==> config.mk <==
export PLATFORM = sky130hd
export DESIGN_NAME = vwiden_issue
export DESIGN_NICKNAME = d
export VERILOG_FILES = /design/src/rtl/vwiden_pkg.sv /design/src/rtl/vwiden_issue.sv
export SDC_FILE = /design/constraint.sdc
export NUM_CORES = 1
export LEC_CHECK = 0
export ABC_AREA = 1
export CAP_MARGIN = 20
export CORE_ASPECT_RATIO = 0.6
export CORE_MARGIN = 8
export CORE_UTILIZATION = 30
export DETAILED_ROUTE_END_ITERATION = 8
export DONT_BUFFER_PORTS = 1
export GPL_ROUTABILITY_DRIVEN = 0
export SYNTH_ARGS = -nofsm -noshare
export SYNTH_HDL_FRONTEND = slang
export SYNTH_SLANG_ARGS = --single-unit
==> constraint.sdc <==
create_clock -name clk -period 1.4 [get_ports clk]
set_input_delay 0 -clock clk [delete_from_list [all_inputs] [get_ports clk]]
set_output_delay 0 -clock clk [all_outputs]
set_load 0.02 [all_outputs]
==> src/rtl/vwiden_pkg.sv <==
// Shared types and constants for the vector widening issue stage.
package vwiden_pkg;

    typedef enum logic [1:0] {
        IDLE  = 2'd0,
        TURN0 = 2'd1,
        TURN1 = 2'd2
    } state_e;

    localparam logic [1:0] SEW8  = 2'd0;
    localparam logic [1:0] SEW16 = 2'd1;
    localparam logic [1:0] SEW32 = 2'd2;
    localparam logic [1:0] SEW64 = 2'd3;

    // Widest source SEW that can still be doubled.
    localparam logic [1:0] SEW_MAX_WIDEN = SEW32;

endpackage

==> src/rtl/vwiden_issue.sv <==
// Issue stage for the widening unit: holds one source beat and replays it as lower/upper turns.
// Optional WIDEN_SKIP_EMPTY_HALF_EN skips turns whose byte-enable half is all zero.
module vwiden_issue
    import vwiden_pkg::*;
#(
    parameter int REQ_DATA_WIDTH    = 64,
    parameter int SEW_WIDTH         = 2,
    parameter int REQ_BYTE_EN_WIDTH = REQ_DATA_WIDTH / 8,
    parameter int ADDR_WIDTH        = 5
) (
    input  logic                         clk,
    input  logic                         rst,
    input  logic                         in_valid,
    output logic                         in_ready,
    input  logic [REQ_DATA_WIDTH-1:0]    in_vec,
    input  logic [REQ_BYTE_EN_WIDTH-1:0] in_be,
    input  logic [SEW_WIDTH-1:0]         in_sew,
    input  logic                         in_signed,
    input  logic [ADDR_WIDTH-1:0]        in_addr,
    output logic                         out_valid,
    input  logic                         out_ready,
    output logic [REQ_DATA_WIDTH-1:0]    out_vec,
    output logic [REQ_BYTE_EN_WIDTH-1:0] out_be,
    output logic [SEW_WIDTH-1:0]         out_sew,
    output logic                         out_signed,
    output logic                         out_turn,
    output logic [ADDR_WIDTH-1:0]        out_addr,
    output logic                         out_last,
    output logic                         err_sew
);

    state_e                         state_q, state_d;
    logic [REQ_DATA_WIDTH-1:0]      vec_q, vec_d;
    logic [REQ_BYTE_EN_WIDTH-1:0]   be_q, be_d;
    logic [SEW_WIDTH-1:0]           sew_q, sew_d;
    logic                           signed_q, signed_d;
    logic [ADDR_WIDTH-1:0]          addr_q, addr_d;
    logic                           err_sew_q, err_sew_d;

    logic   last_beat;
    logic   accept;
    state_e first_state;

`ifdef WIDEN_SKIP_EMPTY_HALF_EN
    localparam int HALF = REQ_BYTE_EN_WIDTH / 2;

    logic in_lo_any, in_hi_any, held_hi_any;
    assign in_lo_any   = |in_be[HALF-1:0];
    assign in_hi_any   = |in_be[REQ_BYTE_EN_WIDTH-1:HALF];
    assign held_hi_any = |be_q[REQ_BYTE_EN_WIDTH-1:HALF];

    // A fully disabled beat maps to IDLE, i.e. it is silently dropped.
    always_comb begin
        first_state = in_lo_any ? TURN0 : (in_hi_any ? TURN1 : IDLE);
        last_beat   = (state_q == TURN1) || ((state_q == TURN0) && !held_hi_any);
    end
`else
    always_comb begin
        first_state = TURN0;
        last_beat   = (state_q == TURN1);
    end
`endif

    assign in_ready = (state_q == IDLE) || (last_beat && out_ready);
    assign accept   = in_valid && in_ready;

    always_comb begin
        state_d   = state_q;
        vec_d     = vec_q;
        be_d      = be_q;
        sew_d     = sew_q;
        signed_d  = signed_q;
        addr_d    = addr_q;
        err_sew_d = 1'b0;

        if (state_q != IDLE && out_ready) begin
            state_d = last_beat ? IDLE : TURN1;
        end

        // A new accept overrides the consume transition so vectors stream back to back.
        if (accept) begin
            vec_d    = in_vec;
            be_d     = in_be;
            sew_d    = in_sew;
            signed_d = in_signed;
            addr_d   = in_addr;
            if (in_sew > SEW_WIDTH'(SEW_MAX_WIDEN)) begin
                err_sew_d = 1'b1;
                state_d   = IDLE;
            end else begin
                state_d = first_state;
            end
        end
    end

    always_ff @(posedge clk) begin
        if (rst) begin
            state_q   <= IDLE;
            vec_q     <= '0;
            be_q      <= '0;
            sew_q     <= '0;
            signed_q  <= 1'b0;
            addr_q    <= '0;
            err_sew_q <= 1'b0;
        end else begin
            state_q   <= state_d;
            vec_q     <= vec_d;
            be_q      <= be_d;
            sew_q     <= sew_d;
            signed_q  <= signed_d;
            addr_q    <= addr_d;
            err_sew_q <= err_sew_d;
        end
    end

    assign out_valid  = (state_q != IDLE);
    assign out_turn   = (state_q == TURN1);
    assign out_last   = last_beat;
    assign out_vec    = vec_q;
    assign out_be     = be_q;
    assign out_sew    = sew_q;
    assign out_signed = signed_q;
    assign out_addr   = addr_q + ADDR_WIDTH'(out_turn);
    assign err_sew    = err_sew_q;

endmodule

==> flow_metrics.env <==
export IMPL_vias=3827
export IMPL_drive_gt1_frac=0.0653
export IMPL_row_count=34
export IMPL_status="finished, violations left"
export IMPL_cp_required_ps=1400
export IMPL_fin_crit_sh=1.05
export IMPL_final_net_count=786
export IMPL_max_freq_mhz=682
export IMPL_synth_area_leader_cell="dfxtp_1"
export IMPL_p_total_mw=6.51
export IMPL_die_area_um2=18600
export IMPL_cts_root_buf="clkbuf_16"
export IMPL_initial_utilization=0.302
export IMPL_ys_seq_area_frac=0.386
export IMPL_crit_buf_inv=0
export IMPL_violations="hold timing, setup timing"
export IMPL_die_w_um=171
export IMPL_die_h_um=109
export IMPL_post_place_ws_ps=97.6
export IMPL_arrival_ps=1470
export IMPL_fin_cells=902
export IMPL_diodes=0
export IMPL_grt_max_degree=84
export IMPL_antenna_found_initial=0
export IMPL_hpwl_mm=8.26
export IMPL_timing_final_crit_period_ps=1470
export IMPL_grt_use_total=0.131
export IMPL_syn_inst=711
export IMPL_yosysTopAreaCellShare=0.386
export IMPL_max_vdd_ir_drop_mv=0.563
export IMPL_synthTopCellsByArea="dfxtp_1 39%, inv_1 21%, nand2_1 14%"
export IMPL_min_path_type="in -> reg"
export IMPL_clockBufferDepth=2
export IMPL_worst_pin_slew_ps=394
export IMPL_dp_cells=880
export IMPL_num_fill_cells=1592
export IMPL_yosys_register_bits=83
export IMPL_grt_pass1_vias=3432
export IMPL_cts_htree_levels=3
export IMPL_cts_buffers=9
export IMPL_syn_area_um2=4300
export IMPL_path_cells="nor2_4, ha_4, ha_4, nand3_4, xor2_4"
export IMPL_clkLatencyLatePin_ps=340
export IMPL_grt_overflow=0
export IMPL_critPathLaunchType="register"
export IMPL_drv_slew=0
export IMPL_cts_tree="built"
export IMPL_setup_viol=2
export IMPL_final_cell_mix="240 x inv_1, 164 x nand2_1, 81 x nand4_1, 81 x nor2_1, 81 x dfxtp_1"
export IMPL_hold_buffers=4
export IMPL_vias_per_cell=4.24
export IMPL_crit_top_cell="ha_4"
export IMPL_syn_area_per_cell_um2=6.05
export IMPL_synth_nets=797
export IMPL_p_leak_nw=2.99
export IMPL_routedWlPerCell_um=13.8
export IMPL_crit_family="flip-flops"
export IMPL_endpoint_kind="output port"
export IMPL_pin_count=169
export IMPL_yosys_warnings=0
export IMPL_use_met1=0.166
export IMPL_ant_nets=0
export IMPL_powerDensity_nw_per_um2=1290
export IMPL_cap_violations=0
export IMPL_port_buffers=0
export IMPL_hold_slack_ps=-162
export IMPL_met2_usage=0.186
export IMPL_setup_ws_ps=-65.7
export IMPL_clock_sinks=83
export IMPL_drc=0
export IMPL_initialDrtViolationCount=230
export IMPL_finalSetupTns_ps=-111
export IMPL_path_max_fanout=3
export IMPL_slew_headroom=0.737
export IMPL_top_usage_layer="met2"
export IMPL_finalClockSkew_ps=9.36
export IMPL_clkTransAtPathRegs_ps=60
export IMPL_rsz0062_at_grt="true"
export IMPL_ys_types=17
export IMPL_area_growth_pct=16.9
export IMPL_drtPass1Iterations=4
export IMPL_core_um2=14300
export IMPL_drt_total_wl_mm=12.4
export IMPL_hold_violations=82
export IMPL_critPathKind="reg -> out"
export IMPL_grt_pass1_wl_mm=19.2
export IMPL_met3_usage=0.0785
export IMPL_final_common_cell="inv_1"
export IMPL_max_stage_delay_ps=360
export IMPL_crit_slowest_cell="dfxtp_4"
## registers in the layout, indices dropped and copies added, names as in the netlist
signal,count
out_vec,64
out_be,8
addr_q,5
out_sew,2
out_signed,1
state_q,2
err_sew,1
## path summary, 6_finish.rpt
kind,startpoint,end,slack [ps],cells after the start
worst max-delay path,state_q[0],out_addr[4],-70,5
worst min-delay path,in_valid,state_q[0],-160,2
worst max register to register,state_q[1],out_vec[49],120,7
worst min register to register,out_sew[1],out_sew[1],510,4
## metrics by stage
stage                     hold WS, ps  area [um2]   util
final                            -162        5030  0.353
after global routing             -193        5030  0.353
after CTS                        -196        5020  0.352
after detailed placement         87.4        4560  0.320
after global placement           80.4        4560  0.320
after floorplan                  78.9        4320      -
## cell families after synthesis
| logic type | after synthesis | share of synthesized area |
|---|---|---|
| buffers and inverters | 288 | 0.259 |
| AOI/OAI and AO/OA | 1 | 0.00116 |
| DFF | 83 | 0.386 |
| adders and majority gates | 2 | 0.00581 |
| and+or+nand+nor | 334 | 0.342 |
| xor gates and xnor gates | 3 | 0.00611 |
## synthesized netlist by cell type
master	n
nand4_1	81
nor2_1	82
clkbuf_1	9
nand3_2	1
nor3_1	1
xor2_1	3
nand2_1	165
buf_2	25
o21ai_0	1
inv_2	1
nand2_2	1
ha_1	2
buf_1	9
inv_1	243
nand3_1	3
buf_4	1
dfxtp_1	83
## cell type report
| class | count | area [um2] | area share |
|---|---|---|---|
| sequential | 83 | 1670 | 0.331 |
| multi-input combinational | 340 | 1600 | 0.318 |
| inverter | 244 | 918 | 0.183 |
| timing repair buffer | 22 | 279 | 0.0555 |
| tap | 198 | 248 | 0.0493 |
| clock buffer | 11 | 243 | 0.0483 |
| clock inverter | 4 | 75.1 | 0.0149 |
## power breakdown
group / internal (mW) / total, mW / switching (mW)
clock: 1.60 / 2.58 / 0.977
sequential: 2.57 / 2.98 / 0.402
combinational: 0.383 / 0.956 / 0.573
total: 4.56 / 6.51 / 1.95
## what timing repair did
item,CTS,global route
pin swaps,3,3
setup endpoints to repair,5,4
endpoints found under the hold margin,83,82
cloned,1,0
gates resized for setup,11,3
setup buffers,2,0
## routing by layer
layer,vias up,routed length (um),part of all wire
met5,-,0,0
met4,0,117,0.0094
met3,10,1730,0.14
met2,140,4960,0.40
met1,1666,5610,0.45
li1,2011,-,-
Note: power is estimated with default switching activity, not from simulation.
